## src/rtl/fetch_unit.sv

```systemverilog
// -----------------------------------------------------------------------------
// fetch_unit
//   Instruction-fetch front end. Issues word-aligned fetch requests over a
//   valid/ready handshake to an instruction memory whose responses come back
//   in order with variable latency. Returned words are buffered with their PCs
//   in a FIFO and handed to decode over valid/ready. A redirect flushes the
//   buffer, restarts fetch at the new target and discards every response that
//   is still in flight.
//
//   Issue credit: a request is only issued while (buffered + outstanding) is
//   below FIFO_DEPTH, so every response always has a free buffer slot.
//
// Parameters
//   XLEN        PC / address width
//   RESET_PC    first fetch address after reset (multiple of 4)
//   FIFO_DEPTH  buffer entries, power of 2 and >= 2; also caps outstanding
//
// Ports
//   i_clk, i_reset          clock (rising edge), synchronous active-high reset
//   i_redirect, i_redirect_pc  flush and restart at target (bits [1:0] ignored)
//   o_imem_req_vld, i_imem_req_rdy, o_imem_addr   fetch request channel
//   i_imem_rsp_vld, i_imem_rsp_data               in-order response channel
//   o_insn_vld, i_insn_rdy, o_insn, o_insn_pc      decode-side FIFO head
//   o_pcDebug               head PC when valid, otherwise the fetch PC
//
// Optional feature (macro FETCH_PERF_EN)
//   Adds o_perf_fetched, o_perf_dropped, o_perf_stall: 32-bit saturating
//   event counters (request handshakes, discarded responses, cycles without
//   a request outside reset/redirect).
// -----------------------------------------------------------------------------
module fetch_unit #(
    parameter int              XLEN       = 32,
    parameter logic [XLEN-1:0] RESET_PC   = 32'h0000_0000,
    parameter int              FIFO_DEPTH = 4
) (
    input  logic            i_clk,
    input  logic            i_reset,
    input  logic            i_redirect,
    input  logic [XLEN-1:0] i_redirect_pc,
    output logic            o_imem_req_vld,
    input  logic            i_imem_req_rdy,
    output logic [XLEN-1:0] o_imem_addr,
    input  logic            i_imem_rsp_vld,
    input  logic [31:0]     i_imem_rsp_data,
    output logic            o_insn_vld,
    input  logic            i_insn_rdy,
    output logic [31:0]     o_insn,
    output logic [XLEN-1:0] o_insn_pc,
`ifdef FETCH_PERF_EN
    output logic [31:0]     o_perf_fetched,
    output logic [31:0]     o_perf_dropped,
    output logic [31:0]     o_perf_stall,
`endif
    output logic [XLEN-1:0] o_pcDebug
);

    localparam int              AW            = $clog2(FIFO_DEPTH);
    localparam int              CW            = AW + 1;
    localparam logic [CW-1:0]   CNT_ZERO      = CW'(0);
    localparam logic [CW-1:0]   CNT_ONE       = CW'(1);
    localparam logic [CW-1:0]   DEPTH_CNT     = CW'(FIFO_DEPTH);
    localparam logic [CW:0]     DEPTH_EXT     = (CW+1)'(FIFO_DEPTH);
    localparam logic [AW-1:0]   PTR_ZERO      = AW'(0);
    localparam logic [AW-1:0]   PTR_ONE       = AW'(1);
    localparam logic [XLEN-1:0] PC_STEP       = XLEN'(4);
    localparam logic [XLEN-1:0] PC_ALIGN_MASK = ~(XLEN'(3));

    typedef enum logic [0:0] {
        S_RUN   = 1'b0,
        S_DRAIN = 1'b1
    } state_t;

    // Architectural state
    state_t            state_r;
    logic [XLEN-1:0]   fetch_pc_r;
    logic [XLEN-1:0]   rsp_pc_r;
    logic [CW-1:0]     count_r;
    logic [CW-1:0]     outs_r;
    logic [CW-1:0]     drop_r;
    logic [AW-1:0]     rd_ptr_r;
    logic [AW-1:0]     wr_ptr_r;
    logic [31:0]       insn_mem_r [FIFO_DEPTH];
    logic [XLEN-1:0]   pc_mem_r   [FIFO_DEPTH];

    // Next-state / decode signals
    state_t            state_nxt_s;
    logic [XLEN-1:0]   fetch_pc_nxt_s;
    logic [XLEN-1:0]   rsp_pc_nxt_s;
    logic [CW-1:0]     count_nxt_s;
    logic [CW-1:0]     outs_nxt_s;
    logic [CW-1:0]     drop_nxt_s;
    logic [CW-1:0]     redirect_drop_s;
    logic [CW:0]       occupancy_s;
    logic [XLEN-1:0]   redirect_target_s;
    logic              req_vld_s;
    logic              hs_s;
    logic              rsp_acc_s;
    logic              push_s;
    logic              pop_s;
    logic              insn_vld_s;
    logic              discard_s;

    assign redirect_target_s = i_redirect_pc & PC_ALIGN_MASK;
    assign insn_vld_s        = (count_r != CNT_ZERO);

    // A response is only meaningful while something is outstanding; stale
    // responses (e.g. from before a reset) are ignored.
    assign rsp_acc_s = i_imem_rsp_vld && (outs_r != CNT_ZERO) && !i_reset;
    assign hs_s      = req_vld_s && i_imem_req_rdy;
    assign push_s    = rsp_acc_s && !i_redirect && !discard_s;
    assign pop_s     = insn_vld_s && i_insn_rdy && !i_redirect;

    // Everything still in flight after this edge belongs to the old stream,
    // so after a redirect the drop count equals the surviving outstanding
    // count (a response arriving in the redirect cycle is discarded here).
    assign redirect_drop_s = rsp_acc_s ? (outs_r - CNT_ONE) : outs_r;

    // Request issue: credit check against buffered plus outstanding entries
    always_comb begin
        occupancy_s = {1'b0, count_r} + {1'b0, outs_r};
        if (i_reset || i_redirect) begin
            req_vld_s = 1'b0;
        end else begin
            req_vld_s = (occupancy_s < DEPTH_EXT);
        end
    end

    // FSM state register
    always_ff @(posedge i_clk) begin
        if (i_reset) begin
            state_r <= S_RUN;
        end else begin
            state_r <= state_nxt_s;
        end
    end

    // FSM next-state logic: S_DRAIN while stale responses remain to discard
    always_comb begin
        state_nxt_s = state_r;
        if (i_redirect) begin
            if (redirect_drop_s != CNT_ZERO) begin
                state_nxt_s = S_DRAIN;
            end else begin
                state_nxt_s = S_RUN;
            end
        end else begin
            case (state_r)
                S_RUN: begin
                    state_nxt_s = S_RUN;
                end
                S_DRAIN: begin
                    if (rsp_acc_s && (drop_r == CNT_ONE)) begin
                        state_nxt_s = S_RUN;
                    end else begin
                        state_nxt_s = S_DRAIN;
                    end
                end
                default: begin
                    state_nxt_s = S_RUN;
                end
            endcase
        end
    end

    // FSM output decode: responses are discarded while draining
    always_comb begin
        case (state_r)
            S_RUN:   discard_s = 1'b0;
            S_DRAIN: discard_s = 1'b1;
            default: discard_s = 1'b0;
        endcase
    end

    // Counter and PC next-state computation
    always_comb begin
        count_nxt_s    = count_r;
        outs_nxt_s     = outs_r;
        drop_nxt_s     = drop_r;
        fetch_pc_nxt_s = fetch_pc_r;
        rsp_pc_nxt_s   = rsp_pc_r;

        case ({hs_s, rsp_acc_s})
            2'b10:   outs_nxt_s = outs_r + CNT_ONE;
            2'b01:   outs_nxt_s = outs_r - CNT_ONE;
            default: outs_nxt_s = outs_r;
        endcase

        if (i_redirect) begin
            count_nxt_s    = CNT_ZERO;
            drop_nxt_s     = redirect_drop_s;
            fetch_pc_nxt_s = redirect_target_s;
            rsp_pc_nxt_s   = redirect_target_s;
        end else begin
            case ({push_s, pop_s})
                2'b10:   count_nxt_s = count_r + CNT_ONE;
                2'b01:   count_nxt_s = count_r - CNT_ONE;
                default: count_nxt_s = count_r;
            endcase

            if (discard_s && rsp_acc_s) begin
                drop_nxt_s = drop_r - CNT_ONE;
            end else begin
                drop_nxt_s = drop_r;
            end

            if (hs_s) begin
                fetch_pc_nxt_s = fetch_pc_r + PC_STEP;
            end else begin
                fetch_pc_nxt_s = fetch_pc_r;
            end

            // Response PCs follow the request stream, one word per kept response
            if (push_s) begin
                rsp_pc_nxt_s = rsp_pc_r + PC_STEP;
            end else begin
                rsp_pc_nxt_s = rsp_pc_r;
            end
        end
    end

    // Counter, PC and pointer registers
    always_ff @(posedge i_clk) begin
        if (i_reset) begin
            fetch_pc_r <= RESET_PC;
            rsp_pc_r   <= RESET_PC;
            count_r    <= CNT_ZERO;
            outs_r     <= CNT_ZERO;
            drop_r     <= CNT_ZERO;
            rd_ptr_r   <= PTR_ZERO;
            wr_ptr_r   <= PTR_ZERO;
        end else begin
            fetch_pc_r <= fetch_pc_nxt_s;
            rsp_pc_r   <= rsp_pc_nxt_s;
            count_r    <= count_nxt_s;
            outs_r     <= outs_nxt_s;
            drop_r     <= drop_nxt_s;
            if (i_redirect) begin
                rd_ptr_r <= PTR_ZERO;
                wr_ptr_r <= PTR_ZERO;
            end else begin
                if (push_s) begin
                    wr_ptr_r <= wr_ptr_r + PTR_ONE;
                end
                if (pop_s) begin
                    rd_ptr_r <= rd_ptr_r + PTR_ONE;
                end
            end
        end
    end

    // Buffer storage: data/PC pairs, written at the tail on each kept response
    always_ff @(posedge i_clk) begin
        if (push_s) begin
            insn_mem_r[wr_ptr_r] <= i_imem_rsp_data;
            pc_mem_r[wr_ptr_r]   <= rsp_pc_r;
        end
    end

    assign o_imem_req_vld = req_vld_s;
    assign o_imem_addr    = fetch_pc_r;
    assign o_insn_vld     = insn_vld_s;
    assign o_insn         = insn_vld_s ? insn_mem_r[rd_ptr_r] : 32'h0000_0000;
    assign o_insn_pc      = insn_vld_s ? pc_mem_r[rd_ptr_r]   : XLEN'(0);
    assign o_pcDebug      = insn_vld_s ? pc_mem_r[rd_ptr_r]   : fetch_pc_r;

`ifdef FETCH_PERF_EN
    logic        rsp_drop_s;
    logic        stall_s;
    logic [31:0] perf_fetched_r;
    logic [31:0] perf_dropped_r;
    logic [31:0] perf_stall_r;

    assign rsp_drop_s = rsp_acc_s && (i_redirect || discard_s);
    assign stall_s    = !req_vld_s && !i_reset && !i_redirect;

    // Saturating performance counters
    always_ff @(posedge i_clk) begin
        if (i_reset) begin
            perf_fetched_r <= 32'h0000_0000;
            perf_dropped_r <= 32'h0000_0000;
            perf_stall_r   <= 32'h0000_0000;
        end else begin
            if (hs_s && (perf_fetched_r != 32'hFFFF_FFFF)) begin
                perf_fetched_r <= perf_fetched_r + 32'd1;
            end
            if (rsp_drop_s && (perf_dropped_r != 32'hFFFF_FFFF)) begin
                perf_dropped_r <= perf_dropped_r + 32'd1;
            end
            if (stall_s && (perf_stall_r != 32'hFFFF_FFFF)) begin
                perf_stall_r <= perf_stall_r + 32'd1;
            end
        end
    end

    assign o_perf_fetched = perf_fetched_r;
    assign o_perf_dropped = perf_dropped_r;
    assign o_perf_stall   = perf_stall_r;
`endif

    // Structural invariants of the credit scheme
    a_no_push_full: assert property (@(posedge i_clk) disable iff (i_reset)
        !(push_s && (count_r == DEPTH_CNT)));
    a_count_bound: assert property (@(posedge i_clk) disable iff (i_reset)
        (count_r <= DEPTH_CNT) && (outs_r <= DEPTH_CNT));
    a_drop_bound: assert property (@(posedge i_clk) disable iff (i_reset)
        drop_r <= outs_r);

endmodule
```

## config.mk

```make
export PLATFORM = sky130hd
export DESIGN_NAME = fetch_unit
export DESIGN_NICKNAME = d
export VERILOG_FILES = /design/src/rtl/fetch_unit.sv
export SDC_FILE = /design/constraint.sdc
export NUM_CORES = 1
export LEC_CHECK = 0
export CAP_MARGIN = 0
export CORE_ASPECT_RATIO = 0.6
export CORE_MARGIN = 2
export CORE_UTILIZATION = 59
export DETAILED_ROUTE_END_ITERATION = 12
export PLACE_DENSITY = 0.86
export SLEW_MARGIN = 20
export SYNTH_ARGS = -nofsm -noshare
export SYNTH_HDL_FRONTEND = slang
export SYNTH_SLANG_ARGS = --single-unit
```

## constraint.sdc

```tcl
create_clock -name i_clk -period 7.4 [get_ports i_clk]
set_input_delay 1.48 -clock i_clk [delete_from_list [all_inputs] [get_ports i_clk]]
set_output_delay 1.48 -clock i_clk [all_outputs]
set_load 0.02 [all_outputs]
```

Word-level counts from Yosys, hierarchy flattened:

Memory sizes are Yosys's and may differ from the RTL's. A register that Yosys moved wholly into a read port is not among the register bits.
Index checks and enable logic that the tools add are counted.

* memories kept: 2
* output and inout port bits: 130
* bits in registers: 78
* bits of input ports: 70
* RAM bits: 256

* reduce and logical (&&, ||, !) cells: 22
* equal/unequal tests: 5
* bitwise gates (word level): 1
* multiplexer cells: 24
* add/sub/neg operators: 10
* $lt $le $gt $ge: 1

Memories
* insn_mem_r: words 4, width 32, read ports 1, clocked after Yosys merged registers in 1, wr ports 1, RTL line 82 `logic [31:0] insn_mem_r [FIFO_DEPTH];`
* pc_mem_r: words 4, width 32, read ports 1, clocked after Yosys merged registers in 1, wr ports 1, RTL line 83 `logic [XLEN-1:0] pc_mem_r [FIFO_DEPTH];`

Operators with widths (count)
* 32-bit 2-to-1 mux: 7
* 32-bit by 3-bit adder with 32-bit output (second input constant): 2
* 3-bit one-hot mux with 2 select lines: 2
* 2-bit nonzero test: 5
* 1-bit logical AND: 9
* 3-bit 2-to-1 mux: 3
* 3-bit nonzero test: 3
* 3-bit by 1-bit subtractor with 3-bit output (second input constant): 3
* 2-bit 2-to-1 mux: 4
* 3-bit by 1-bit adder with 3-bit output (second input constant): 2
* 1-bit 2-to-1 mux: 6
* 2-bit by 1-bit adder with 2-bit output (second input constant): 2
* 3-bit by 3-bit adder with 4-bit output: 1
* 2-bit by 1-bit equality test with 1-bit output (second input constant): 2
* 2-bit equality test (second input constant): 2
* 4-bit by 3-bit less-than comparator with 1-bit output (second input constant): 1
* 1-bit one-hot mux with 2 select lines: 2
* 3-bit by 1-bit equality test with 1-bit output (second input constant): 1
* 1-bit zero test: 3
* 2-bit OR reduction: 1
* 1-bit logical OR: 1
* 1-bit NOT: 1

Longest topological paths before layout:

* depth after elaboration: 7
* mapped depth: 11

Worst setup path after synthesis:

No wires, ideal clock.

* kind: input -> register
* from: input port i_redirect
* to: memory insn_mem_r[0][0] (enable)
* arrival: 3.833 ns
* library setup time: 0.426 ns
* cell stages on the path: 5
* slack: 3.140 ns
* path through: clkbuf_1 or2_2 clkbuf_1 nor3_2 and2_1

* word-level cells in the longest chain between the ends: 5

Ends and longest elaborated chain
* start, declared: RTL line 38 `input logic i_redirect,`
* 1-bit zero test: RTL line 110 `assign push_s = rsp_acc_s && !i_redirect && !discard_s;`
* 1-bit logical AND (2 in a row): RTL line 110
* 1-bit 2-to-1 mux: RTL line 253 `if (push_s) begin`
* 1-bit 2-to-1 mux (not written as such): RTL line 254 `insn_mem_r[wr_ptr_r] <= i_imem_rsp_data;`
* end, declared: RTL line 82

No other way between the ends.

Worst setup path in the final report:

* from: input port i_reset
* to: output port o_imem_req_vld

* word-level cells in the longest chain between the ends: 2

Ends and longest elaborated chain
* start, declared: RTL line 37 `input logic i_reset,`
* 1-bit logical OR: RTL line 121 `if (i_reset || i_redirect) begin`
* 1-bit 2-to-1 mux: RTL line 121
* end, declared: RTL line 40 `output logic o_imem_req_vld,`

No other way between the ends.

==> reports/qor.txt <==
Run status - completed
Worst-path clk slew - 0.07 ns
Syn-to-layout area delta - 22.7%
Die Y - 123 µm
Hold-fix buffers, CTS - 0
RD Place Congestion - 0.904
Clk Latency, worst-skew pair - 0.56 ns
Post-CTS Setup Bufs - 0
Worst endpoint data arrival time - 3.77 ns
Largest net degree at the start of global routing - 64
# IOs - 200
Vias per inst - 6.11
Setup-failing EPs final - 0
Synth async-reset ratio - 0%
DR WL/cell - 22.9 µm
CP cell instances - clkdlybuf4s50_1 > nor2_1 > and3_1 > clkdlybuf4s50_1
Post-synth top area share - 53.5%
Sink Count - 324
H-Tree Depth - 1
RR Endpoint - insn_mem_r[3][0]
Max stage delay on crit path - 0.97 ns
RR Startpoint - outs_r[0]
Pwr Density - 227 mW/mm²
CTS buffer count - 28
Crit-path leading delay family - buffers and inverters
Slowest cell on the critical path - clkdlybuf4s50_1
PnR worst setup slack - 2.15 ns
Slew Limit Fails - 0
Share of cells above drive strength 1 - 11.2%
Finished Cell Area - 0.0171 mm²
I/O Buffers - 191
Tcrit/Tclk final - 70.9%
Yosys Warn Count - 0
Worst-margin pin slew - 1.09 ns
Critical path data required time - 5.92 ns
Rows - 43
Seq cells post-synth - 324
Placed insts - 1419
Final WL - 33700 µm
Sequential area share after synthesis - 64.4%
Setup TNS - 0 ns
DP HPWL - 21800 µm
GRT met3 Usage - 6.93%
Post-CTS Resized - 0
Die X - 202 µm
Worst VDD drop - 0.000223 V
Worst Reg2Reg Path Length in Cells - 6
Setup crit start kind - input port
Count of flip-flops with a built-in enable after synthesis - 248
Hold Vio Cnt, Final - 0
Remaining DRCs - 0
Top cell by count, worst path - clkdlybuf4s50_1
Max Clock Freq - 191 MHz
Area of the core - 0.0231 mm²
Leakage - 5.58 nW
CTS max path bufs - 3
Initial antenna violation count - 0
Hold path start - rd_ptr_r[0]
Post-layout min period - 5.25 ns
Synth Cell Area - 0.0139 mm²
Buf/Inv on CP - 2
Fillers - 1435
Placement Setup Slack - 2.23 ns
Starting density of the core - 60.2%
Nets - 1220
GR Overflow Total - 0
Non-Filler Instances - 1471
Vias - 8991
First-pass GRT wire length - 50800 µm
Yosys top cell by area - edfxtp_1
Placed Area - 0.0161 mm²
Mapped Cells - 950
Main synth FF type - edfxtp_1
GR met1 Demand/Resource - 41.8%
DIE AREA - 0.0249 mm²
Unrepaired setup endpoints after global routing - no
Worst reg2reg setup slack - 4.31 ns
CP Class - input port to primary output
Hold Crit Depth - 2
Most used routing layer in global routing - met1
Post-route ant nets - 0
Synth top area cells - edfxtp_1 (53%), dfxtp_1 (11%), mux4_2 (10%), xnor2_1 (3.0%), nor2b_1 (2.9%)
Vias in the first global route - 8435
Final clock skew - 0.0179 ns
Iteration-0 DRC Markers - 1046
Max_cap viols - 0
# diodes - 0
Synth unique cells - 56
M2 GR Usage - 40.8%
CP Max Fanout - 25
CTS tree - done
Worst hold path class - flop to flop
1st-pass router iterations - 5
Total Routing Usage GR - 27.4%
Synthesized area per cell - 14.7 µm²
Endpoint class of the critical path - primary output
Slew HR - 27.4%
CTS root buf - clkbuf_16
==> cell usage after synthesis (13+ instances only) <==
cell type,number
nand4_1,14
nand3_1,26
nor4_1,20
mux4_2,62
a21o_1,30
xor2_1,13
nand2_1,27
edfxtp_1,248
nor2b_1,65
a21oi_1,34
clkbuf_1,35
nor2_1,32
ha_1,15
inv_1,39
a21boi_0,34
dfxtp_1,76
nor3_1,19
xnor2_1,47
==> power by group <==
group	switching (mW)	total, mW	internal (mW)
sequential	0.0615	2.05	1.99
clock	0.653	1.54	0.889
combinational	0.140	0.276	0.136
total	0.854	3.87	3.02
==> tightest hold or removal path: cells and delay by family, from the launching register on <==
family,cells,cell delay [ns]
xor gates and xnor gates,1,0.09
DFF,1,0.34
and+or+nand+nor,1,0.08
==> kinds of logic after synthesis <==
logic type / synth area share [%]
other: 0.0269
adders and majority gates: 1.49
xor gates and xnor gates: 3.77
AOI/OAI and AO/OA: 6.97
muxes: 10.2
buffers and inverters: 2.70
and+or+nand+nor: 10.4
DFF: 64.4
==> cell type report <==
| class | count | area (µm²) | area share [%] |
|---|---|---|---|
| flip-flops and latches | 324 | 8970 | 52.5 |
| clock inverters | 19 | 219 | 1.28 |
| inverters | 39 | 146 | 0.857 |
| repair buffers | 202 | 1990 | 11.7 |
| clock buffers | 33 | 741 | 4.34 |
| well taps | 315 | 394 | 2.31 |
| multi-input cells | 539 | 4610 | 27.0 |
==> per-stage QoR <==
step	hold slack (ns)	total power, mW	util [%]
2_1_floorplan	0.464	2.22	-
3_3_place_gp	0.514	2.35	69.7
3_5_place_dp	0.530	2.36	69.7
4_1_cts	0.546	3.89	73.8
5_1_grt	0.563	3.99	73.8
6_report	0.545	3.87	73.8
==> layout by cell type, fill, tap and decap left out, types with 4 or more instances in the layout <==
cell type	synthesis	routed
clkbuf_16	0	29
dfxtp_1	76	74
bufinv_16	0	5
xor2_1	13	13
a21oi_1	34	34
clkdlybuf4s50_1	0	191
and2_1	8	4
buf_4	6	11
clkinv_2	0	6
nor2b_1	65	65
clkinv_1	0	7
or3_1	4	4
or4_1	4	4
ha_1	15	15
o22ai_1	4	4
xnor2_1	47	47
nor2_1	32	32
nor4b_1	4	4
nor4_1	20	20
and3_1	5	5
a21o_1	30	30
edfxtp_1	248	248
a211oi_1	12	12
and4_1	8	8
nand4_1	14	14
inv_1	39	38
nand2_1	27	27
nor3_1	19	18
conb_1	1	6
nand3_1	26	26
a21boi_0	34	34
clkbuf_1	35	4
a31oi_1	5	5
mux4_2	62	62
o21bai_1	4	4
==> worst max-delay path by stage <==
stage / start / endpoint / slack, ns / depth (start not counted)
6_report: i_reset / o_imem_req_vld / 2.15 / 4
3_3_place_gp: i_reset / o_imem_req_vld / 2.24 / 4
2_1_floorplan: i_redirect / insn_mem_r[0][0] / 3.14 / 5
3_5_place_dp: i_reset / o_imem_req_vld / 2.23 / 4
5_1_grt: i_reset / o_imem_req_vld / 2.08 / 4
4_1_cts: i_reset / o_imem_req_vld / 2.21 / 4
==> layer usage <==
metal  vias to the layer above  wire length (µm)
met5                         -                 0
met2                       494             14900
met1                      4460             14500
met3                        55              3690
li1                       3982                 -
met4                         0               658
==> registers in the layout, summed over array words and instances (netlist names), named ones only <==
name         cells
insn_mem_r     128
rsp_pc_r        30
pc_mem_r       120
outs_r           3
count_r          3
wr_ptr_r         2
state_r          1
drop_r           3
o_imem_addr     30
rd_ptr_r         2
Note: power is estimated with default switching activity, not from simulation.
